<file path="config.mk">
export PLATFORM = sky130hd
export DESIGN_NAME = d_ip_m_pcrm_ctrl_mc
export DESIGN_NICKNAME = d
export VERILOG_FILES = /design/src/rtl/d_ip_m_pcrm_pkg.sv /design/src/rtl/d_ip_m_pcrm_dom_fsm.sv /design/src/rtl/d_ip_m_pcrm_ctrl_mc.sv
export SDC_FILE = /design/constraint.sdc
export NUM_CORES = 1
export LEC_CHECK = 0
export BUFFER_PORTS_ARGS = -buffer_cell sky130_fd_sc_hd__buf_2
export CORE_MARGIN = 8
export CORE_UTILIZATION = 60
export CTS_BUF_LIST = sky130_fd_sc_hd__clkbuf_4 sky130_fd_sc_hd__clkbuf_8
export CTS_CLUSTER_SIZE = 10
export DETAILED_ROUTE_END_ITERATION = 16
export PLACE_DENSITY = 0.8
export SYNTH_ARGS = -nofsm -noshare
export SYNTH_HDL_FRONTEND = slang
export SYNTH_SLANG_ARGS = --single-unit
</file>
<file path="constraint.sdc">
create_clock -name clk -period 5.45 [get_ports clk]
set_clock_uncertainty 0.1 [all_clocks]
set_input_delay 1.3625 -clock clk [delete_from_list [all_inputs] [get_ports clk]]
set_output_delay 1.3625 -clock clk [all_outputs]
set_load 0.05 [all_outputs]
</file>
<file path="src/rtl/d_ip_m_pcrm_pkg.sv">
// Shared types for the multi-domain PCRM sequencer: per-domain state encoding,
// the sequencer output bundle, its safe value and the state-to-output decode.
package d_ip_m_pcrm_pkg;

  typedef enum logic [3:0] {
    ST_OFF      = 4'd0,
    ST_PWR_UP   = 4'd1,
    ST_CLK_UP   = 4'd2,
    ST_ISO_REL  = 4'd3,
    ST_RST_REL  = 4'd4,
    ST_ON       = 4'd5,
    ST_RST_ASRT = 4'd6,
    ST_ISO_ASRT = 4'd7,
    ST_CLK_DN   = 4'd8,
    ST_PWR_DN   = 4'd9,
    ST_FAULT    = 4'd10
  } pcrm_state_e;

  typedef struct packed {
    logic pwr_en;
    logic clk_gate_en_b;
    logic vdd_iso_en_b;
    logic func_rst_b;
  } pcrm_outs_t;

  localparam pcrm_outs_t PCRM_SAFE_OUTS = '0;

  // Controls raised earlier in a sequence stay raised until the mirror step releases them.
  function automatic pcrm_outs_t pcrm_state_outs(input pcrm_state_e st);
    pcrm_outs_t o;
    o = PCRM_SAFE_OUTS;
    case (st)
      ST_PWR_UP, ST_CLK_DN: begin
        o.pwr_en = 1'b1;
      end
      ST_CLK_UP, ST_ISO_ASRT: begin
        o.pwr_en        = 1'b1;
        o.clk_gate_en_b = 1'b1;
      end
      ST_ISO_REL, ST_RST_REL, ST_RST_ASRT: begin
        o.pwr_en        = 1'b1;
        o.clk_gate_en_b = 1'b1;
        o.vdd_iso_en_b  = 1'b1;
      end
      ST_ON: begin
        o = '1;
      end
      default: begin
        o = PCRM_SAFE_OUTS;
      end
    endcase
    return o;
  endfunction

endpackage

</file>
<file path="src/rtl/d_ip_m_pcrm_dom_fsm.sv">
// One power domain's up/down sequencer with a shared hold/timeout counter.
// Outputs are registered from the next-state decode so they change on state entry.
module d_ip_m_pcrm_dom_fsm
  import d_ip_m_pcrm_pkg::*;
#(
  parameter int unsigned CNT_W    = 8,
  parameter int unsigned RST_HOLD = 4,
  parameter int unsigned ACK_TO   = 200
) (
  input  logic clk,
  input  logic rst,
  input  logic on_req,
  input  logic up_grant,
  input  logic pwr_ack,
  input  logic clk_ack,
  input  logic err_clr,
  output logic pwr_en,
  output logic clk_gate_en_b,
  output logic vdd_iso_en_b,
  output logic func_rst_b,
  output logic dom_on,
  output logic dom_err,
  output logic is_off,
  output logic is_pwr_up
);

  pcrm_state_e       state_q, state_d;
  logic [CNT_W-1:0]  cnt_q, cnt_d;
  pcrm_outs_t        outs_q, outs_d;
  logic              dom_on_q, dom_on_d;
  logic              err_q, err_d;
  logic              timeout;
  logic              hold_done;

  // An ack seen while the count equals ACK_TO still advances; only the cycle after faults.
  assign timeout   = (cnt_q == CNT_W'(ACK_TO));
  assign hold_done = (cnt_q == CNT_W'(RST_HOLD - 1));

  always_comb begin
    state_d = state_q;
    case (state_q)
      ST_OFF:      if (on_req && up_grant) state_d = ST_PWR_UP;
      ST_PWR_UP:   if (pwr_ack)            state_d = ST_CLK_UP;
                   else if (timeout)       state_d = ST_FAULT;
      ST_CLK_UP:   if (!clk_ack)           state_d = ST_ISO_REL;
                   else if (timeout)       state_d = ST_FAULT;
      ST_ISO_REL:                          state_d = ST_RST_REL;
      ST_RST_REL:  if (hold_done)          state_d = ST_ON;
      ST_ON:       if (!on_req)            state_d = ST_RST_ASRT;
      ST_RST_ASRT: if (hold_done)          state_d = ST_ISO_ASRT;
      ST_ISO_ASRT:                         state_d = ST_CLK_DN;
      ST_CLK_DN:   if (clk_ack)            state_d = ST_PWR_DN;
                   else if (timeout)       state_d = ST_FAULT;
      ST_PWR_DN:   if (!pwr_ack)           state_d = ST_OFF;
                   else if (timeout)       state_d = ST_FAULT;
      ST_FAULT:    if (err_clr && !on_req) state_d = ST_OFF;
      default:                             state_d = ST_OFF;
    endcase

    cnt_d = (state_d != state_q) ? '0 : cnt_q + CNT_W'(1);

    outs_d   = pcrm_state_outs(state_d);
    dom_on_d = (state_d == ST_ON);

    // A new timeout wins over a simultaneous clear so the event is never lost.
    err_d = err_q;
    if (err_clr) err_d = 1'b0;
    if (state_d == ST_FAULT && state_q != ST_FAULT) err_d = 1'b1;
  end

  always_ff @(posedge clk or posedge rst) begin
    if (rst) begin
      state_q  <= ST_OFF;
      cnt_q    <= '0;
      outs_q   <= PCRM_SAFE_OUTS;
      dom_on_q <= 1'b0;
      err_q    <= 1'b0;
    end else begin
      state_q  <= state_d;
      cnt_q    <= cnt_d;
      outs_q   <= outs_d;
      dom_on_q <= dom_on_d;
      err_q    <= err_d;
    end
  end

  assign pwr_en        = outs_q.pwr_en;
  assign clk_gate_en_b = outs_q.clk_gate_en_b;
  assign vdd_iso_en_b  = outs_q.vdd_iso_en_b;
  assign func_rst_b    = outs_q.func_rst_b;
  assign dom_on        = dom_on_q;
  assign dom_err       = err_q;
  assign is_off        = (state_q == ST_OFF);
  assign is_pwr_up     = (state_q == ST_PWR_UP);

endmodule

</file>
<file path="src/rtl/d_ip_m_pcrm_ctrl_mc.sv">
// Multi-domain power/clock/reset sequencer: replicates the per-domain FSM and
// arbitrates power-up so at most one domain is ramping its switch at a time.
module d_ip_m_pcrm_ctrl_mc
  import d_ip_m_pcrm_pkg::*;
#(
  parameter int unsigned NUM_DOM  = 4,
  parameter int unsigned CNT_W    = 8,
  parameter int unsigned RST_HOLD = 4,
  parameter int unsigned ACK_TO   = 200
) (
  input  logic               clk,
  input  logic               rst,
  input  logic [NUM_DOM-1:0] dom_on_req,
  output logic [NUM_DOM-1:0] pwr_en,
  input  logic [NUM_DOM-1:0] pwr_gting_ack,
  output logic [NUM_DOM-1:0] clk_gate_en_b,
  input  logic [NUM_DOM-1:0] clk_gting_ack,
  output logic [NUM_DOM-1:0] vdd_iso_en_b,
  output logic [NUM_DOM-1:0] func_rst_b,
  output logic [NUM_DOM-1:0] dom_on,
  output logic [NUM_DOM-1:0] dom_err,
  input  logic [NUM_DOM-1:0] err_clr
);

  logic [NUM_DOM-1:0] is_off;
  logic [NUM_DOM-1:0] is_pwr_up;
  logic [NUM_DOM-1:0] up_grant;
  logic               found;

  // Inrush limit: lowest-index requester in OFF, and only while nobody is in PWR_UP.
  always_comb begin
    up_grant = '0;
    found    = 1'b0;
    if (!(|is_pwr_up)) begin
      for (int unsigned i = 0; i < NUM_DOM; i++) begin
        if (!found && is_off[i] && dom_on_req[i]) begin
          up_grant[i] = 1'b1;
          found       = 1'b1;
        end
      end
    end
  end

  for (genvar g = 0; g < NUM_DOM; g++) begin : g_dom
    d_ip_m_pcrm_dom_fsm #(
      .CNT_W    (CNT_W),
      .RST_HOLD (RST_HOLD),
      .ACK_TO   (ACK_TO)
    ) u_dom_fsm (
      .clk           (clk),
      .rst           (rst),
      .on_req        (dom_on_req[g]),
      .up_grant      (up_grant[g]),
      .pwr_ack       (pwr_gting_ack[g]),
      .clk_ack       (clk_gting_ack[g]),
      .err_clr       (err_clr[g]),
      .pwr_en        (pwr_en[g]),
      .clk_gate_en_b (clk_gate_en_b[g]),
      .vdd_iso_en_b  (vdd_iso_en_b[g]),
      .func_rst_b    (func_rst_b[g]),
      .dom_on        (dom_on[g]),
      .dom_err       (dom_err[g]),
      .is_off        (is_off[g]),
      .is_pwr_up     (is_pwr_up[g])
    );
  end

endmodule

</file>
After elaboration in Yosys (flattened, before gate mapping)
Index checks and enable logic that the tools add are counted.
{"block": "totals", "elab_cells": 257, "regBits": 72}
{"block": "op_classes", "n_reduce_logical": 47, "addsub": 4, "mux": 82, "eq_ne": 92}
{"op": "4-bit case mux with 11 select lines", "n": 4}
{"op": "4-bit two-way mux", "n": 41}
{"op": "4-bit by 3-bit equality test with 1-bit output, second input constant", "n": 32}
{"op": "4-bit equality test, second input constant", "n": 20}
{"op": "4-bit by 2-bit equality test with 1-bit output, second input constant", "n": 16}
{"op": "1-bit two-way mux", "n": 33}
{"op": "8-bit by 1-bit adder with 8-bit output, second input constant", "n": 4}
{"op": "4-bit by 1-bit equality test with 1-bit output, second input constant", "n": 8}
{"op": "8-bit by 2-bit equality test with 1-bit output, second input constant", "n": 4}
{"op": "8-bit equality test, second input constant", "n": 4}
{"op": "8-bit two-way mux", "n": 4}
{"op": "8-bit OR reduction", "n": 4}
{"op": "6-bit OR reduction", "n": 4}
{"op": "4-bit OR reduction", "n": 5}
{"op": "1-bit logical AND", "n": 19}
{"op": "4-bit logical NOT", "n": 4}
{"op": "4-bit inequality test", "n": 4}
{"op": "4-bit inequality test, second input constant", "n": 4}
{"op": "2-bit nonzero test", "n": 4}
{"op": "1-bit logical NOT", "n": 7}

Depth between registers and ports, before layout
Gate-level depths: netlist of the first run.
{"block": "logic_depth", "ltp_word": 25, "depth_mapped": 9, "ltp_nobuf": 8}

Hierarchy
Synthesis of the first run repeated with hierarchy kept, for this count alone.
{"block": "hier_totals", "cells_unflattened": 497, "hier_area_um2": 4757.1}
{"module": "d_ip_m_pcrm_dom_fsm at g_dom[0].u_dom_fsm ...", "cells_each": 116, "area_per_inst_um2": 1147.4, "n_inst": 2}
{"module": "d_ip_m_pcrm_dom_fsm at g_dom[3].u_dom_fsm", "cells_each": 124, "area_per_inst_um2": 1209.9, "n_inst": 1}
{"module": "d_ip_m_pcrm_dom_fsm at g_dom[2].u_dom_fsm", "cells_each": 131, "area_per_inst_um2": 1186.1, "n_inst": 1}
{"module": "d_ip_m_pcrm_ctrl_mc", "cells_each": 10, "area_per_inst_um2": 66.3, "n_inst": 1}

Worst setup path after synthesis of the first run
Ideal clock, no wire load.
{"block": "synth_path", "kind": "input -> register", "start": "input clk_gting_ack[3]", "end": "register g_dom[3].u_dom_fsm.cnt_q[2]", "setup_ns": 0.119, "n_path_buf": 1, "slack_ns": 2.458, "stages": 7, "arrival_time_ns": 2.773, "path_cell_list": "or4b_2 a21oi_1 nor4_2 a311oi_1 or4_1 buf_2 nor2_1"}
{"block": "synth_between", "elab_chain_len": 4, "elab_cells_between_ends": 5, "cone_classes": "eq/ne: 1; mux: 4"}
{"item": "start, declared", "line": "d_ip_m_pcrm_ctrl_mc.sv:17", "text": "input logic [NUM_DOM-1:0] clk_gting_ack,"}
{"item": "4-bit two-way mux (on tied branches)", "line": "d_ip_m_pcrm_dom_fsm.sv:52, d_ip_m_pcrm_dom_fsm.sv:45"}
{"item": "4-bit case mux with 11 select lines (*)", "line": "d_ip_m_pcrm_dom_fsm.sv:41", "text": "case (state_q)"}
{"item": "4-bit inequality test (*)", "line": "d_ip_m_pcrm_dom_fsm.sv:60", "text": "cnt_d = (state_d != state_q) ? '0 : cnt_q + CNT_W'(1);"}
{"item": "8-bit two-way mux (*)", "line": "d_ip_m_pcrm_dom_fsm.sv:60"}
{"item": "via g_dom[3].u_dom_fsm.cnt_d[2]", "line": "d_ip_m_pcrm_dom_fsm.sv:28", "text": "logic [CNT_W-1:0] cnt_q, cnt_d;"}
{"item": "end signal, assigned", "line": "d_ip_m_pcrm_dom_fsm.sv:80", "text": "cnt_q <= cnt_d;"}
{"item": "end, declared", "line": "d_ip_m_pcrm_dom_fsm.sv:28"}
Mark *: on every way through the listed nets, which the timed path passes. The rest lies on a longest branch.
A chain may end at the register's enable or synchronous reset.

Final worst setup path of the first run
Same ends and word-level chain as after synthesis.

==> results.json, run 1 <==
{
  "outcome": "completed",
  "layout-drive-gt1-share_pct": 17.2,
  "reg_clk_slew_reported_paths_ns": 0.07,
  "grt_start_max_net_pins": 41,
  "timing.critical_path.fanout_max": 8,
  "hold_bufs_inserted_after_cts": 0,
  "cts.repair.resized": 0,
  "maxCapViolations": 0,
  "design.die.area_mm2": 0.0108,
  "critPathKind": "primary input to flop",
  "place_hpwl_mm": 7.13,
  "cts.repair_timing.setup_buffer_count": 0,
  "cellPowerDensity_mw_per_mm2": 567,
  "place_ws_ns": 2.11,
  "synth-async-reset-ratio_pct": 100,
  "grt_setup_unrepaired": "false",
  "grt_pass1_vias": 3703,
  "max_freq_mhz": 336,
  "beginning_of_the_worst_register_to_register_path": "g_dom[0].u_dom_fsm.state_q[3]",
  "die_width_um": 104,
  "insertedDiodeCount": 0,
  "finalWorstPathRequiredPeriod_ns": 2.97,
  "synth_nets": 543,
  "post_synth_design_cell_area_mm2": 0.00463,
  "drt-total-wl_mm": 9.96,
  "tritoncts": "built",
  "critical_path_arrival_ns": 3.08,
  "ys_warn_count": 0,
  "critical_r2r_capture": "g_dom[2].u_dom_fsm.cnt_q[0]",
  "seq_area_frac_synth_pct": 36.8,
  "detailedRoute.firstIterationViolations": 257,
  "final_hold_viol_count": 0,
  "timing.hold.worst.start": "g_dom[3].u_dom_fsm.cnt_q[0]",
  "clk-insertion-delay-late_ns": 0.34,
  "timing.hold.worst_path_depth": 1,
  "via_count": 3773,
  "setup.worst_path.start_class": "primary input",
  "static-leakage-power_nw": 2.17,
  "cts.sink_count": 68,
  "setup.worst_path.end_class": "flop",
  "portBuffers": 41,
  "setup_viol_count_final": 0,
  "drt.antenna.violating_nets": 0,
  "die_h_um": 104,
  "regToRegSetupSlack_ns": 2.67,
  "fin_tns_setup_ns": 0,
  "synth-main-ff-cell": "sky130_fd_sc_hd__dfrtp_1",
  "grt_first_pass_wirelength_mm": 17.5,
  "clock_tree.htree_level_count": 3,
  "drt_drc_violations_left": 0,
  "finalCoreUtilization_pct": 64.1,
  "worst-r2r-cell-count": 6,
  "clk_root_buffer_cell": "sky130_fd_sc_hd__clkbuf_8",
  "placeable_core_region_mm2": 0.00761,
  "hold_class": "flop to flop",
  "final_net_count": 550,
  "grt_usage_pct": 19.0,
  "worst_hold_path.endpoint": "g_dom[3].u_dom_fsm.cnt_q[0]",
  "final-instance-count-excl-fill": 631,
  "worstMarginPinSlew_ns": 0.926,
  "synth.avg_cell_area_um2": 8.95,
  "area.growth.synth_to_final_pct": 5.41,
  "grt_overflow_total": 0,
  "vdd_drop_max_mv": 0.321,
  "total_clock_buffers_created_by_cts": 9,
  "starting_density_pct": 60.8,
  "boundaryPins": 42,
  "core.rowCount": 32,
  "layout_common_cells": "sky130_fd_sc_hd__dfrtp_1 (68), sky130_fd_sc_hd__buf_2 (41), sky130_fd_sc_hd__nor2_1 (33)",
  "layout_commonest_cell": "sky130_fd_sc_hd__dfrtp_1",
  "number_of_cells_produced_by_synthesis": 517,
  "maxSlewHeadroom_pct": 37.5,
  "drt_pre_antenna_iters": 5,
  "number_of_antenna_violations_at_the_first_check_in_global_routing": 0,
  "synth_cell_types": 74,
  "placed_cells_incl_taps": 615,
  "final-max-slew-violation-count": 0,
  "min_period_over_period_pct": 54.6,
  "ys_ff_latch": 68,
  "critical_path_required_ns": 5.56,
  "avgViaCountPerCell": 5.98,
  "final_critical_path_setup_slack_ns": 2.48,
  "wl_per_cell_um": 15.8,
  "synth_edf_count": 0,
  "max_root_sink_buffers": 2,
  "gpl.final_weighted_congestion": 0.907
}
routing by layer:
layer	GRT usage, %	part of all wire (%)	wire, µm	vias to the layer above
met1	24.8	45	4430	1794
met5	0	0	0	-
met3	4.03	6.1	605	12
met2	30.6	48	4800	130
met4	6.62	1.2	115	0
li1	-	-	-	1837
through the flow:
| stage | total power, W | instance area, µm² | hold slack (ns) |
|---|---|---|---|
| after floorplan | 0.00214 | 4630 | 0.346 |
| after global placement | 0.00231 | 4690 | 0.373 |
| after detailed placement | 0.00236 | 4690 | 0.371 |
| after CTS | 0.00278 | 4880 | 0.381 |
| after global routing | 0.00298 | 4880 | 0.401 |
| final | 0.00276 | 4880 | 0.376 |
power breakdown:
part	leakage (nW)	internal (W)	switching, W
registers	0.893	0.000648	0.000245
clock network	0.0999	0.000219	0.000192
logic	1.18	0.000505	0.000953
total	2.17	0.00137	0.00139
cells in the mapped netlist, drive strengths merged, types with 8 or more instances:
master | n | share of area, %
xnor2 | 18 | 3.4
and3 | 10 | 1.4
nor3b | 12 | 1.9
ha | 8 | 2.2
buf | 41 | 5.7
nor3 | 38 | 5.1
a21oi | 16 | 1.7
xor2 | 22 | 4.5
nand3 | 28 | 3.0
o21ai | 16 | 1.8
nor2 | 33 | 2.7
nand2b | 18 | 2.4
nand2 | 29 | 2.4
dfrtp | 68 | 37
nor2b | 17 | 2.3
inv | 31 | 2.5
flip-flops by register name, summed over array words and instances (netlist names):
| name | flops |
|---|---|
| g_dom.u_dom_fsm.cnt_q | 32 |
| g_dom.u_dom_fsm.state_q | 16 |
| g_dom.u_dom_fsm.clk_gate_en_b | 4 |
| g_dom.u_dom_fsm.dom_err | 4 |
| g_dom.u_dom_fsm.dom_on | 4 |
| g_dom.u_dom_fsm.pwr_en | 4 |
| g_dom.u_dom_fsm.vdd_iso_en_b | 4 |
critical path, cell delays in order:
cell                       delay [ns]
sky130_fd_sc_hd__buf_2           0.14
sky130_fd_sc_hd__or4b_2          0.64
sky130_fd_sc_hd__a21oi_1         0.18
sky130_fd_sc_hd__nor4_2          0.08
sky130_fd_sc_hd__a311oi_1        0.27
sky130_fd_sc_hd__or4_1           0.32
sky130_fd_sc_hd__nor2_1          0.10
logic make-up (layout without fill, tap and decap cells):
group | after synthesis | after routing | share of synthesized area, %
AO/OA/AOI/OAI | 92 | 92 | 14.8
XOR/XNOR | 40 | 40 | 7.90
adder cells (fa/ha/maj) | 8 | 8 | 2.16
buffers and inverters | 77 | 89 | 8.60
flip-flops | 68 | 68 | 36.8
multiplexers | 2 | 2 | 0.433
AND/OR/NAND/NOR | 230 | 230 | 29.4
layout make-up:
type / count / area, µm²
multi-input cells: 372 / 2530
repair buffers: 42 / 213
clock buffers: 11 / 139
flip-flops and latches: 68 / 1700
inverters: 31 / 116
clock inverters: 5 / 52.6
well taps: 102 / 128
fillers: 646 / 2730
how the worst max path moves through the flow:
| stage | start | endpoint | slack (ns) | cells past startpoint |
|---|---|---|---|---|
| 6_report | clk_gting_ack[3] | g_dom[3].u_dom_fsm.cnt_q[2] | 2.48 | 7 |
| 2_1_floorplan | rst | g_dom[0].u_dom_fsm.clk_gate_en_b | 2.28 | 1 |
| 5_1_grt | clk_gting_ack[3] | g_dom[3].u_dom_fsm.cnt_q[6] | 2.34 | 7 |
| 3_5_place_dp | clk_gting_ack[3] | g_dom[3].u_dom_fsm.cnt_q[2] | 2.11 | 7 |
| 3_3_place_gp | clk_gting_ack[3] | g_dom[3].u_dom_fsm.cnt_q[2] | 2.17 | 7 |
| 4_1_cts | clk_gting_ack[3] | g_dom[3].u_dom_fsm.cnt_q[2] | 2.48 | 7 |
Power figures use the tool's default switching activity.
==> run 2: changes to the inputs <==
Settings changed: CORE_UTILIZATION 60 to 56, PLACE_DENSITY 0.8 to 0.79.
Clock period 5.45 ns to 2.5 ns, I/O delays scaled along.
==> run 2 against run 1 <==
Via count up 3.5%; sequential cell count did not move; sequential power increased by 91%; cell count is 4.6% higher; first-iteration DRC count rose by 30%; die area grew 6.0%; worst hold slack worse by 0.28 ns; core utilization decreased by 0.15 points; register-to-register slack got worse by 2.5 ns; combinational power rose to 2.6 times the previous value; critical path depth down 1; sequential share of layout area decreased by 1.9 points.
==> results.json, run 2 (same netlist as run 1, synthesis figures left out) <==
{
  "finalWorstPathRequiredPeriod_ns": 2.34,
  "timing.critical_path.fanout_max": 8,
  "static-leakage-power_nw": 2.33,
  "place_hpwl_mm": 7.45,
  "core.rowCount": 33,
  "number_of_antenna_violations_at_the_first_check_in_global_routing": 0,
  "placed_cells_incl_taps": 644,
  "beginning_of_the_worst_register_to_register_path": "g_dom[0].u_dom_fsm.cnt_q[2]",
  "maxCapViolations": 0,
  "die_h_um": 107,
  "cellPowerDensity_mw_per_mm2": 1280,
  "critical_path_required_ns": 2.67,
  "n_fill_cell": 674,
  "register_area_mm2": 0.00171,
  "max_root_sink_buffers": 2,
  "drt_pre_antenna_iters": 5,
  "insertedDiodeCount": 0,
  "final-max-slew-violation-count": 0,
  "combinationalPowerShare_pct": 57.0,
  "worst_hold_slack_ns": 0.0945,
  "grt_start_max_net_pins": 59,
  "grt_setup_unrepaired": "false",
  "power_frac_seq_pct": 26.0,
  "hold_class": "primary input to asynchronous set/reset pin",
  "vdd_drop_max_mv": 0.747,
  "cts.sink_count": 68,
  "critPathKind": "flop to flop",
  "wl_per_cell_um": 15.8,
  "reg_clk_slew_reported_paths_ns": 0.08,
  "drt-total-wl_mm": 10.5,
  "clk-insertion-delay-late_ns": 0.36,
  "gpl.final_weighted_congestion": 0.929,
  "regToRegSetupSlack_ns": 0.16,
  "critical_r2r_capture": "g_dom[0].u_dom_fsm.cnt_q[7]",
  "setup_viol_count_final": 0,
  "area.growth.synth_to_final_pct": 11.9,
  "clk_root_buffer_cell": "sky130_fd_sc_hd__clkbuf_8",
  "portBuffers": 41,
  "die_width_um": 107,
  "max_freq_mhz": 428,
  "power_frac_clock_pct": 17.0,
  "tritoncts": "built",
  "avgViaCountPerCell": 5.92,
  "setup.worst_path.end_class": "flop",
  "final_hold_viol_count": 0,
  "total_switching_power_w": 0.00316,
  "final-instance-count-excl-fill": 660,
  "detailedRoute.firstIterationViolations": 335,
  "number_of_flip_flops_in_the_largest_register": 32,
  "finalCoreUtilization_pct": 64.0,
  "outcome": "completed",
  "clock_tree.htree_level_count": 3,
  "placeable_core_region_mm2": 0.00809,
  "grt_pass1_vias": 3769,
  "p_int_w": 0.00345,
  "timing.critical_path.from": "g_dom[0].u_dom_fsm.cnt_q[2]",
  "final_net_count": 576,
  "totalPowerFinal_w": 0.00660,
  "setup.worst_path.start_class": "flop",
  "reg_top3": "g_dom.u_dom_fsm.cnt_q: 32 flops, g_dom.u_dom_fsm.state_q: 16 flops",
  "worstMarginPinSlew_ns": 0.832,
  "grt_usage_pct": 19.0,
  "maxSlewHeadroom_pct": 43.8,
  "hold_bufs_inserted_after_cts": 0,
  "total_clock_buffers_created_by_cts": 9,
  "fin_tns_setup_ns": 0,
  "design.die.area_mm2": 0.0114,
  "layout-drive-gt1-share_pct": 22.3,
  "grt_overflow_total": 0,
  "min_period_over_period_pct": 93.5,
  "starting_density_pct": 57.2,
  "power_switching_share_pct": 47.8,
  "layout_commonest_cell": "sky130_fd_sc_hd__dfrtp_1",
  "drt_drc_violations_left": 0,
  "boundaryPins": 42,
  "worst-r2r-cell-count": 6,
  "largest-register": "g_dom.u_dom_fsm.cnt_q",
  "drt.antenna.violating_nets": 0,
  "via_count": 3905,
  "grt_first_pass_wirelength_mm": 17.8,
  "layout_common_cells": "sky130_fd_sc_hd__dfrtp_1 (64), sky130_fd_sc_hd__buf_2 (41), sky130_fd_sc_hd__nor2_1 (33)",
  "critical_path_arrival_ns": 2.51,
  "multi_input_comb_area_mm2": 0.00255
}
-- run 2: changes by cell type in the layout (fill, tap and decap cells not counted), sizes merged --
cell    delta
inv        +1
clkbuf     -2
bufinv     +2
buf       +26
clkinv     -1
-- run 2: repair_timing --
item,CTS,global route
resized for setup,1,7
endpoints found under the setup margin,1,24
setup buffers,0,0
pin swaps,0,1
gates cloned,0,0
hold endpoints to repair,0,0
-- run 2: worst max-delay path by stage --
stage | end | slack (ns) | cells after the start
floorplan | g_dom[0].u_dom_fsm.clk_gate_en_b | 0.06 | 1
global placement | g_dom[3].u_dom_fsm.cnt_q[7] | -0.004 | 6
detailed placement | g_dom[3].u_dom_fsm.cnt_q[6] | -0.11 | 6
CTS | g_dom[3].u_dom_fsm.cnt_q[6] | 0.006 | 6
global route | g_dom[2].u_dom_fsm.cnt_q[5] | 0.02 | 6
finish | g_dom[0].u_dom_fsm.cnt_q[7] | 0.16 | 6
-- run 2: through the flow --
step / cell area [µm²] / setup slack [ns]
after floorplan: 4630 / 0.0635
after global placement: 4900 / -0.00433
after detailed placement: 4900 / -0.112
after CTS: 5150 / 0.00642
after global routing: 5180 / 0.0239
final: 5180 / 0.162
-- run 2: layer usage --
layer / part of all wire (%) / global-route usage [%] / wire, µm
met4: 2.3 / 7.84 / 238
met1: 44 / 24.6 / 4590
met3: 5.8 / 4.20 / 604
met2: 48 / 30.1 / 5030
met5: 0 / 0 / 0
-- run 2: power by group through the flow --
stage	clock network [W]	registers [W]	logic, W
floorplan	0	0.00161	0.00306
global placement	0	0.00170	0.00360
detailed placement	0	0.00172	0.00367
CTS	0.00115	0.00171	0.00370
global route	0.00119	0.00176	0.00413
finish	0.00112	0.00171	0.00376
-- run 2: cell type report --
cell class,instances,area share [%]
Sequential cell,68,33.0
Tap cell,105,2.54
Multi-Input combinational cell,372,49.3
Inverter,31,2.25
Clock buffer,9,2.39
Timing Repair Buffer,68,8.12
Clock inverter,7,2.39
-- run 2: critical path: stages, from the launching register on --
cell	delay, ns
sky130_fd_sc_hd__dfrtp_1	0.44
sky130_fd_sc_hd__or3_4	0.43
sky130_fd_sc_hd__o211a_1	0.27
sky130_fd_sc_hd__nor4_4	0.30
sky130_fd_sc_hd__a21oi_1	0.10
sky130_fd_sc_hd__a221o_2	0.42
sky130_fd_sc_hd__nor3_2	0.19
